## config.mk

```make
export PLATFORM = sky130hd
export DESIGN_NAME = rom_read_arbiter
export DESIGN_NICKNAME = d
export VERILOG_FILES = /design/src/rtl/rom_read_arbiter.sv
export SDC_FILE = /design/constraint.sdc
export NUM_CORES = 1
export LEC_CHECK = 0
export CAP_MARGIN = 10
export CORE_MARGIN = 10
export CORE_UTILIZATION = 35
export CTS_CLUSTER_DIAMETER = 30
export DETAILED_ROUTE_END_ITERATION = 10
export GPL_TIMING_DRIVEN = 0
export PLACE_DENSITY = 0.82
export SLEW_MARGIN = 40
export SYNTH_ARGS = -nofsm -noshare
export SYNTH_HDL_FRONTEND = slang
export SYNTH_SLANG_ARGS = --single-unit
export TNS_END_PERCENT = 100
```

## constraint.sdc

```tcl
create_clock -name clk -period 3.25 [get_ports clk]
set_input_delay 0.65 -clock clk [delete_from_list [all_inputs] [get_ports clk]]
set_output_delay 0.65 -clock clk [all_outputs]
set_load 0.02 [all_outputs]
```

## src/rtl/rom_read_arbiter.sv

```systemverilog
// Two-channel read arbiter for a single-port registered block ROM.
// Issues at most one read per cycle and routes each returned word back to its requester by tag.
module rom_read_arbiter #(
    parameter int ADDR_WIDTH = 16,
    parameter int DATA_WIDTH = 12,
    parameter int ROM_LAT    = 1,
    parameter int FIXED_PRIO = 0
) (
    input  logic                  clk,
    input  logic                  rst,
    input  logic                  req0_valid,
    input  logic [ADDR_WIDTH-1:0] req0_addr,
    output logic                  req0_ready,
    output logic                  rsp0_valid,
    output logic [DATA_WIDTH-1:0] rsp0_data,
    input  logic                  req1_valid,
    input  logic [ADDR_WIDTH-1:0] req1_addr,
    output logic                  req1_ready,
    output logic                  rsp1_valid,
    output logic [DATA_WIDTH-1:0] rsp1_data,
    output logic                  rom_en,
    output logic [ADDR_WIDTH-1:0] rom_addr,
    input  logic [DATA_WIDTH-1:0] rom_data
);

    logic                  last_grant_q, last_grant_d;
    logic [ROM_LAT-1:0]    tag_vld_q, tag_vld_d;
    logic [ROM_LAT-1:0]    tag_ch_q, tag_ch_d;
    logic [ADDR_WIDTH-1:0] rom_addr_q, rom_addr_d;
    logic                  rsp0_valid_q, rsp0_valid_d;
    logic                  rsp1_valid_q, rsp1_valid_d;
    logic [DATA_WIDTH-1:0] rsp0_data_q, rsp0_data_d;
    logic [DATA_WIDTH-1:0] rsp1_data_q, rsp1_data_d;
    logic                  gnt0, gnt1, accept;
    logic                  fin_vld, fin_ch;

    // last_grant_q: 0 = ch0 was granted last, 1 = ch1; a tie goes to the other one.
    always_comb begin
        gnt0 = 1'b0;
        gnt1 = 1'b0;
        if (!rst) begin
            if (req0_valid && req1_valid) begin
                if (FIXED_PRIO != 0 || last_grant_q) gnt0 = 1'b1;
                else                                 gnt1 = 1'b1;
            end else if (req0_valid) begin
                gnt0 = 1'b1;
            end else if (req1_valid) begin
                gnt1 = 1'b1;
            end
        end
    end

    assign accept     = gnt0 | gnt1;
    assign req0_ready = gnt0;
    assign req1_ready = gnt1;
    assign rom_en     = accept;
    assign rom_addr   = gnt0 ? req0_addr : (gnt1 ? req1_addr : rom_addr_q);

    assign fin_vld = tag_vld_q[ROM_LAT-1];
    assign fin_ch  = tag_ch_q[ROM_LAT-1];

    always_comb begin
        last_grant_d = accept ? gnt1 : last_grant_q;
        rom_addr_d   = rom_addr;
        tag_vld_d    = tag_vld_q;
        tag_ch_d     = tag_ch_q;
        for (int i = ROM_LAT - 1; i > 0; i--) begin
            tag_vld_d[i] = tag_vld_q[i-1];
            tag_ch_d[i]  = tag_ch_q[i-1];
        end
        tag_vld_d[0] = accept;
        tag_ch_d[0]  = gnt1;
        // The final tag stage lines up with the cycle the ROM word is on rom_data.
        rsp0_valid_d = fin_vld && !fin_ch;
        rsp1_valid_d = fin_vld && fin_ch;
        rsp0_data_d  = rsp0_valid_d ? rom_data : rsp0_data_q;
        rsp1_data_d  = rsp1_valid_d ? rom_data : rsp1_data_q;
    end

    always_ff @(posedge clk) begin
        if (rst) begin
            last_grant_q <= 1'b1;
            tag_vld_q    <= '0;
            tag_ch_q     <= '0;
            rom_addr_q   <= '0;
            rsp0_valid_q <= 1'b0;
            rsp1_valid_q <= 1'b0;
            rsp0_data_q  <= '0;
            rsp1_data_q  <= '0;
        end else begin
            last_grant_q <= last_grant_d;
            tag_vld_q    <= tag_vld_d;
            tag_ch_q     <= tag_ch_d;
            rom_addr_q   <= rom_addr_d;
            rsp0_valid_q <= rsp0_valid_d;
            rsp1_valid_q <= rsp1_valid_d;
            rsp0_data_q  <= rsp0_data_d;
            rsp1_data_q  <= rsp1_data_d;
        end
    end

    assign rsp0_valid = rsp0_valid_q;
    assign rsp1_valid = rsp1_valid_q;
    assign rsp0_data  = rsp0_data_q;
    assign rsp1_data  = rsp1_data_q;

endmodule

```

==> impl_metrics.yaml, run 1 <==
clock_tree:
  cts-root-buf: "clkbuf_8"
  cts_inserted_buffers: 5
  clockBufferDepth: 2
  holdBufCountCts: 0
  post-cts-setup-buffers: 0
  worstSkewPairLatency_ns: 0.29
  cts.sinks: 45
  cts_tree: "done"
  clkTransAtPathRegs_ns: 0.08
  h-tree-depth: 2
finish:
  num_antenna_cells: 0
  post-route-cell-area_sq_um: 2959
  final_cell_count_no_fill: 411
  final_nets: 388
  drive_above_1_share: 0.08211
  fillCellCount: 487
  areaGrowthSynthToFinish_pct: 53.17
setup_path:
  cp.arrival_ns: 2.52
  cp_max_fo: 10
  crit_path_top_delay_cell: "clkdlybuf4s50_1"
  crit_path_end_kind: "output pin"
  cpPeakStageDelay_ns: 0.46
  crit_path_frequent_cell: "buf_6"
  critPathRequiredTime_ns: 2.60
  crit_type: "in -> out"
  path_cells: "clkdlybuf4s50_1 -> nor2b_1 -> buf_6 -> or3_1 -> buf_6 -> buf_6 -> a31oi_1 -> clkdlybuf4s15_1"
  crit_path_start_kind: "primary input"
timing:
  tightest_slew_ns: 0.4764
  rsz0062_at_grt: "true"
  maxSlewHeadroom: 0.6824
  drv_slew: 0
  setup_ws_ns: 0.07666
  finalSetupTns_ns: 0
  finalCritPeriodShare: 0.9764
  min_period_ns: 3.173
  clock_skew_ns: 0.004222
  hold_violations: 0
  max_freq_ghz: 0.3151
  setup_violations: 0
detailed_routing:
  drt_iter0_drc: 87
  final_antenna_net_count: 0
  wl_per_cell_um: 15.96
  viasPerCell: 5.270
  vias: 2166
  postRouteWirelength_mm: 6.560
  remaining_drc_errors: 0
  dr.pass1.iters: 4
synth:
  syn_inst: 242
  yosys-top-cells-area: "dfxtp_1 (47%), nand2_1 (9.7%), a311oi_1 (7.3%)"
  ys_warn_count: 0
  synth.top_cell.area_share: 0.4663
  postSynthAreaPerCell_sq_um: 7.983
  syn_nets: 290
  yosysTopAreaCell: "dfxtp_1"
  yosysSeqAreaShare: 0.4663
  synth_area_sq_um: 1932
  synth_cell_types: 21
  synth-seq-cells: 45
global_route:
  grt_use_total: 0.1456
  grt_overflow: 0
  met3_usage: 0.06155
  grt_use_met1: 0.1761
  grt_pass1_wl_mm: 10.61
  first_global_vias: 2202
  grt_busiest_layer: "met2"
  grt_max_degree: 14
  antenna_found_initial: 0
  grtUsageMet2: 0.2277
die:
  die_h_um: 94.30
  core_area_sq_um: 5238
  dieArea_sq_um: 8892
  die_x_um: 94.30
  top_level_ports: 93
  start_util: 0.3688
  fp-row-count: 26
placement:
  post-place-cells: 403
  port-buffer-count: 91
  place_congestion: 0.7962
  place_ws_ns: -0.2938
  dp_hpwl_mm: 5.029
  placed_area_sq_um: 2930
flow_run:
  cap_violations: 0
hold_path:
  min_path_type: "reg -> reg"
pwr:
  power.static_leakage_uw: 0.001049
  max-vdd-ir-drop_v: 0.0002152
  powerDensity_nw_per_um2: 421.1
status:
  status: "finished, final reports clean"
repair_timing:
| action | 4_1_cts | 5_1_grt |
|---|---|---|
| gates resized for setup | 20 | 34 |
| endpoints found under the setup margin | 18 | 15 |
| pin swaps | 0 | 0 |
synth_stat cells (all sizes together):
| cell type | count |
|---|---|
| a21oi | 24 |
| a311oi | 16 |
| a31oi | 16 |
| and2 | 2 |
| buf | 10 |
| clkbuf | 15 |
| dfxtp | 45 |
| inv | 2 |
| nand2 | 50 |
| nand2b | 2 |
| nand3 | 16 |
| nor2 | 5 |
| nor2b | 3 |
| nor4 | 16 |
| o21ai | 18 |
| o21bai | 1 |
| or3 | 1 |
cells by family after synthesis:
kind of cell | after synthesis | synth area share
AND/OR/NAND/NOR | 95 | 0.2260
AO/OA/AOI/OAI | 75 | 0.2371
flip-flops | 45 | 0.4663
buffers and inverters | 27 | 0.07059
through the flow:
step                utilization  power, uW  hold WS, ns
floorplan                     -      773.0       0.5025
global placement         0.5595      943.9       0.4418
detailed placement       0.5595      948.7       0.4475
CTS                      0.5714       1257       0.4589
global route             0.5650       1310       0.4875
finish                   0.5650       1246       0.4592
final timing paths:
kind              slack (ns)                      start                   endpoint  cells after the start
hold reg to reg         0.46  rsp0_data[8]$_SDFFE_PP0P_  rsp0_data[8]$_SDFFE_PP0P_                      2
setup reg to reg        1.75  last_grant_q$_SDFFE_PP1P_   rom_addr_q[9]$_SDFF_PP0_                      4
hold / removal          0.46  rsp0_data[8]$_SDFFE_PP0P_  rsp0_data[8]$_SDFFE_PP0P_                      2
setup / recovery        0.08                 req1_valid                rom_addr[0]                      8
where the power goes:
| group | switching, uW | internal [uW] |
|---|---|---|
| sequential | 12.0 | 584 |
| combinational | 176 | 143 |
| clock | 183 | 149 |
| total | 370 | 876 |
worst max-delay path: cells and delay by family:
kind / cells / cell delay [ns]
AND/OR/NAND/NOR: 2 / 0.48
AO/OA/AOI/OAI: 1 / 0.14
buffers and inverters: 5 / 1.24
sequential cells by signal (all words and copies together) (netlist names):
signal        flops
fin_ch            1
fin_vld           1
last_grant_q      1
rom_addr_q       16
rsp0_data        12
rsp0_valid        1
rsp1_data        12
rsp1_valid        1
layout make-up:
type,count,area (sq um),share of cell area
sequential,45,900.9,0.3044
multi-input combinational,170,894.6,0.3023
clock buffer,6,72.57,0.02452
timing repair buffer,91,854.6,0.2888
tap,70,87.58,0.02960
inverter,2,7.507,0.002537
clock inverter,2,10.01,0.003383
buffer,25,131.4,0.04440
cell usage in the layout, fill, tap and decap left out, drive strengths merged, types with 10 or more instances in the layout:
cell,instances
a21oi,24
a311oi,16
dfxtp,45
a31oi,16
clkbuf,31
clkdlybuf4s50,73
nand2,50
nor4,16
buf,10
nand3,16
o21ai,18
metal layers:
layer,vias to the layer above,share of wire,wire length (um)
li1,1076,-,-
met2,84,0.43,2841
met5,-,0,0
met3,11,0.11,721
met1,995,0.44,2893
met4,0,0.016,103
Power figures use the tool's default switching activity.
==> run 2: changes to the inputs <==
--- a/config.mk
+++ b/config.mk
@@ -5,12 +5,12 @@
 export SDC_FILE = /design/constraint.sdc
 export NUM_CORES = 1
 export LEC_CHECK = 0
+export ABC_CLOCK_PERIOD_IN_PS = 3250
 export CAP_MARGIN = 10
 export CORE_MARGIN = 10
 export CORE_UTILIZATION = 35
 export CTS_CLUSTER_DIAMETER = 30
 export DETAILED_ROUTE_END_ITERATION = 10
-export GPL_TIMING_DRIVEN = 0
 export PLACE_DENSITY = 0.82
 export SLEW_MARGIN = 40
 export SYNTH_ARGS = -nofsm -noshare
==> impl_metrics.yaml, run 2 (synthesis gave the netlist of run 1 again) <==
flow_run:
  cap_violations: 0
setup_path:
  timing.rr.start: "last_grant_q$_SDFFE_PP1P_"
  crit_family: "buffers and inverters"
  cpPeakStageDelay_ns: 0.59
  critPathRequiredTime_ns: 2.60
  crit_type: "in -> out"
  cp.arrival_ns: 2.50
  setup.worst_path.start: "req1_valid"
  regToRegSetupSlack_ns: 1.78
  cp_max_fo: 12
  crit_path_frequent_cell: "clkdlybuf4s50_1"
  path_cells: "clkdlybuf4s50_1 -> nor2b_1 -> or3_1 -> buf_4 -> inv_1 -> clkdlybuf4s50_1"
  crit_path_top_delay_cell: "clkdlybuf4s50_1"
  crit_path_start_kind: "primary input"
  crit_path_end_kind: "output pin"
  crit_buf_inv: 4
placement:
  place_congestion: 0.8475
  port-buffer-count: 92
  post-place-cells: 393
  dp_hpwl_mm: 4.889
clock_tree:
  clockBufferDepth: 2
  post-cts-setup-buffers: 0
  cts_inserted_buffers: 5
  cts.sinks: 45
  cts-root-buf: "clkbuf_8"
  clkTransAtPathRegs_ns: 0.08
  worstSkewPairLatency_ns: 0.29
  h-tree-depth: 2
  cts_tree: "done"
detailed_routing:
  postRouteWirelength_mm: 6.433
  final_antenna_net_count: 0
  wl_per_cell_um: 16.12
  dr.pass1.iters: 4
  viasPerCell: 5.231
  remaining_drc_errors: 0
  drt_iter0_drc: 163
  vias: 2087
die:
  start_util: 0.3688
  die_h_um: 94.30
  core_area_sq_um: 5238
  fp-row-count: 26
  dieArea_sq_um: 8892
  top_level_ports: 93
  die_x_um: 94.30
finish:
  final_cell_count_no_fill: 399
  fillCellCount: 482
  regMostFlops: "rom_addr_q"
  num_antenna_cells: 0
  regArea_sq_um: 900.9
  largest_reg_flops: 16
  multiInputGateArea_sq_um: 897.1
  final_nets: 378
  areaGrowthSynthToFinish_pct: 56.28
  layout_commonest_cell: "clkdlybuf4s50_1"
  drive_above_1_share: 0.06991
  layout_common_cells: "clkdlybuf4s50_1 (74), nand2_1 (50), dfxtp_1 (45)"
pwr:
  max-vdd-ir-drop_v: 0.0001936
  power.static_leakage_uw: 0.001122
  powerDensity_nw_per_um2: 408.6
timing:
  rsz0062_at_grt: "false"
  maxSlewHeadroom: 0.6599
  drv_slew: 0
  finalCritPeriodShare: 0.9698
  tightest_slew_ns: 0.5078
  hold_violations: 0
  setup_violations: 0
  clock_skew_ns: 0.009264
  min_period_ns: 3.152
  finalSetupTns_ns: 0
  max_freq_ghz: 0.3173
global_route:
  grt_pass1_wl_mm: 10.47
  grt_max_degree: 34
  grt_overflow: 0
  grt_use_total: 0.1443
  antenna_found_initial: 0
  first_global_vias: 2187
hold_path:
  holdCritStartpoint: "rsp0_data[7]$_SDFFE_PP0P_"
  min_path_type: "reg -> reg"
status:
  status: "finished, final reports clean"
==> run 2: cell type report <==
type,count,area share
clock buffer,5,0.02279
clock inverter,1,0.001658
inverter,2,0.002487
multi-input combinational,170,0.2971
sequential,45,0.2984
tap,70,0.02901
timing repair buffer,106,0.3485
==> run 2: worst min-delay path, delay by kind of cell (launching register included) <==
kind | cells | cell delay (ns)
flip-flops | 1 | 0.31
AO/OA/AOI/OAI | 1 | 0.05
AND/OR/NAND/NOR | 1 | 0.05
==> run 2: repair_timing <==
action                                  in CTS  in global routing
endpoints found under the setup margin      13                  4
hold buffers                                 0                  0
resized for setup                           13                  4
==> run 2: metrics by stage <==
stage | cell area [sq um] | power (uW) | setup WS, ns | util | hold slack [ns]
5_1_grt | 3019 | 1301 | 0.02397 | 0.5764 | 0.4783
4_1_cts | 3007 | 1251 | 0.003494 | 0.5741 | 0.4585
2_1_floorplan | 1932 | 773.0 | 0.7286 | - | 0.5025
3_5_place_dp | 2949 | 954.8 | -0.03075 | 0.5631 | 0.4478
6_report | 3019 | 1234 | 0.09804 | 0.5764 | 0.4542
3_3_place_gp | 2949 | 950.0 | -0.006855 | 0.5631 | 0.4404
==> run 2: final timing paths <==
path | to | depth (start not counted)
worst max register to register | rom_addr_q[2]$_SDFF_PP0_ | 5
worst max-delay path | req0_ready | 6
worst min register to register | rsp0_data[7]$_SDFFE_PP0P_ | 2
worst min-delay path | rsp0_data[7]$_SDFFE_PP0P_ | 2
==> run 2: per-layer routing <==
layer  GRT usage  wire length [um]
met5           0                 0
met4     0.03924                44
met3     0.07274               723
met1      0.1572              2673
met2      0.2408              2992
==> run 2: power breakdown <==
group          internal [uW]  switching, uW
sequential               584           12.3
clock                    141            167
combinational            157            172
==> run 3: changes to the inputs <==
--- a/config.mk
+++ b/config.mk
@@ -5,13 +5,14 @@
 export SDC_FILE = /design/constraint.sdc
 export NUM_CORES = 1
 export LEC_CHECK = 0
+export ABC_AREA = 0
 export ABC_CLOCK_PERIOD_IN_PS = 3250
 export CAP_MARGIN = 10
 export CORE_MARGIN = 10
 export CORE_UTILIZATION = 35
 export CTS_CLUSTER_DIAMETER = 30
 export DETAILED_ROUTE_END_ITERATION = 10
-export PLACE_DENSITY = 0.82
+export PLACE_DENSITY = 0.79
 export SLEW_MARGIN = 40
 export SYNTH_ARGS = -nofsm -noshare
 export SYNTH_HDL_FRONTEND = slang
==> impl_metrics.yaml, run 3 (synthesis gave the netlist of run 1 again) <==
timing:
  setup_violations: 0
  min_period_ns: 3.129
  tightest_slew_ns: 0.5308
  rsz0062_at_grt: "false"
  drv_slew: 0
  hold_violations: 0
  finalCritPeriodShare: 0.9629
  clock_skew_ns: 0.004083
  max_freq_ghz: 0.3196
  maxSlewHeadroom: 0.6445
global_route:
  grt_overflow: 0
  grt_pass1_wl_mm: 9.597
  first_global_vias: 2011
  antenna_found_initial: 0
  grt_max_degree: 33
  grt_use_total: 0.1305
detailed_routing:
  wl_per_cell_um: 15.29
  remaining_drc_errors: 0
  drt_iter0_drc: 46
  postRouteWirelength_mm: 6.085
  vias: 2106
  final_antenna_net_count: 0
  dr.pass1.iters: 4
  viasPerCell: 5.291
pwr:
  max-vdd-ir-drop_v: 0.0001792
  power.static_leakage_uw: 0.001195
  powerDensity_nw_per_um2: 431.4
  p_total_uw: 1320
die:
  start_util: 0.3688
  die_x_um: 94.30
  core_area_sq_um: 5238
  fp-row-count: 26
  dieArea_sq_um: 8892
  top_level_ports: 93
  die_h_um: 94.30
clock_tree:
  post-cts-setup-buffers: 0
  cts-root-buf: "clkbuf_8"
  cts_tree: "done"
  cts.sinks: 45
  worstSkewPairLatency_ns: 0.28
  holdBufCountCts: 0
  h-tree-depth: 2
  clockBufferDepth: 2
  clkTransAtPathRegs_ns: 0.08
  cts_inserted_buffers: 5
setup_path:
  crit_type: "in -> out"
  path_cells: "clkdlybuf4s50_1 -> inv_2 -> or3_1 -> buf_12 -> inv_1 -> clkdlybuf4s50_1"
  crit_buf_inv: 5
  cp_max_fo: 28
  crit_path_start_kind: "primary input"
  critPathRequiredTime_ns: 2.60
  crit_path_frequent_cell: "clkdlybuf4s50_1"
  crit_family: "buffers and inverters"
  crit_path_end_kind: "output pin"
  timing.rr.start: "last_grant_q$_SDFFE_PP1P_"
  crit_path_top_delay_cell: "clkdlybuf4s50_1"
  cp.arrival_ns: 2.48
  setup.worst_path.start: "req0_valid"
  cpPeakStageDelay_ns: 0.60
finish:
  multiInputGateArea_sq_um: 897.1
  regMostFlops: "rom_addr_q"
  regArea_sq_um: 900.9
  final_cell_count_no_fill: 398
  fin_util: 0.5843
  layout_common_cells: "clkdlybuf4s50_1 (74), nand2_1 (50), dfxtp_1 (45)"
  num_antenna_cells: 0
  drive_above_1_share: 0.06707
  post-route-cell-area_sq_um: 3060
  fillCellCount: 469
  final_nets: 376
  largest_reg_flops: 16
  areaGrowthSynthToFinish_pct: 58.42
  layout_commonest_cell: "clkdlybuf4s50_1"
hold_path:
  min_path_type: "reg -> reg"
  holdCritStartpoint: "rsp1_data[9]$_SDFFE_PP0P_"
placement:
  port-buffer-count: 92
  placed_area_sq_um: 2934
  dp_hpwl_mm: 4.593
  place_congestion: 0.7547
  post-place-cells: 391
flow_run:
  cap_violations: 0
status:
  status: "finished, final reports clean"
-- run 3: layout make-up --
cell class              instances  area share
clock buffers                   5     0.02249
multi-input cells             170      0.2931
repair buffers                104      0.3475
flip-flops and latches         45      0.2944
clock inverters                 2     0.01145
inverters                       2    0.002453
well taps                      70     0.02862
-- run 3: layer usage --
| metal | vias up | global-route usage | share of wire |
|---|---|---|---|
| li1 | 1049 | - | - |
| met1 | 976 | 0.1491 | 0.43 |
| met2 | 76 | 0.2134 | 0.45 |
| met3 | 5 | 0.06315 | 0.12 |
| met4 | 0 | 0.03038 | 0.0056 |
| met5 | - | 0 | 0 |
-- run 3: repair_timing --
item / in CTS / in global routing
gates resized for setup: 6 / 11
pin swaps: 0 / 0
gates cloned: 0 / 0
endpoints found under the hold margin: 0 / 0
endpoints found under the setup margin: 6 / 11
-- run 3: through the flow --
step	setup TNS [ns]	hold WS, ns	worst slack [ns]
final	0	0.4554	0.1207
after floorplan	0	0.5025	0.7286
after CTS	0	0.4576	0.0001792
after detailed placement	-0.03146	0.4466	-0.01880
after global routing	0	0.4795	0.05267
after global placement	0	0.4414	0.01640
-- run 3: worst paths after layout --
kind / end / slack (ns) / depth (start not counted)
max: req0_ready / 0.12 / 6
min: rsp1_data[9]$_SDFFE_PP0P_ / 0.46 / 2
max reg2reg: rom_addr_q[14]$_SDFF_PP0_ / 1.91 / 4
min reg2reg: rsp1_data[9]$_SDFFE_PP0P_ / 0.46 / 2
-- run 3: tightest hold or removal path, delay by kind of cell, from the launching register on --
family          cells  cell delay [ns]
flops               1             0.31
simple gates        1             0.05
compound gates      1             0.05
-- run 3: power breakdown --
part | internal, uW | total, uW | switching [uW]
sequential | 584 | 596 | 12.1
clock | 223 | 396 | 173
combinational | 160 | 328 | 168
total | 967 | 1320 | 353
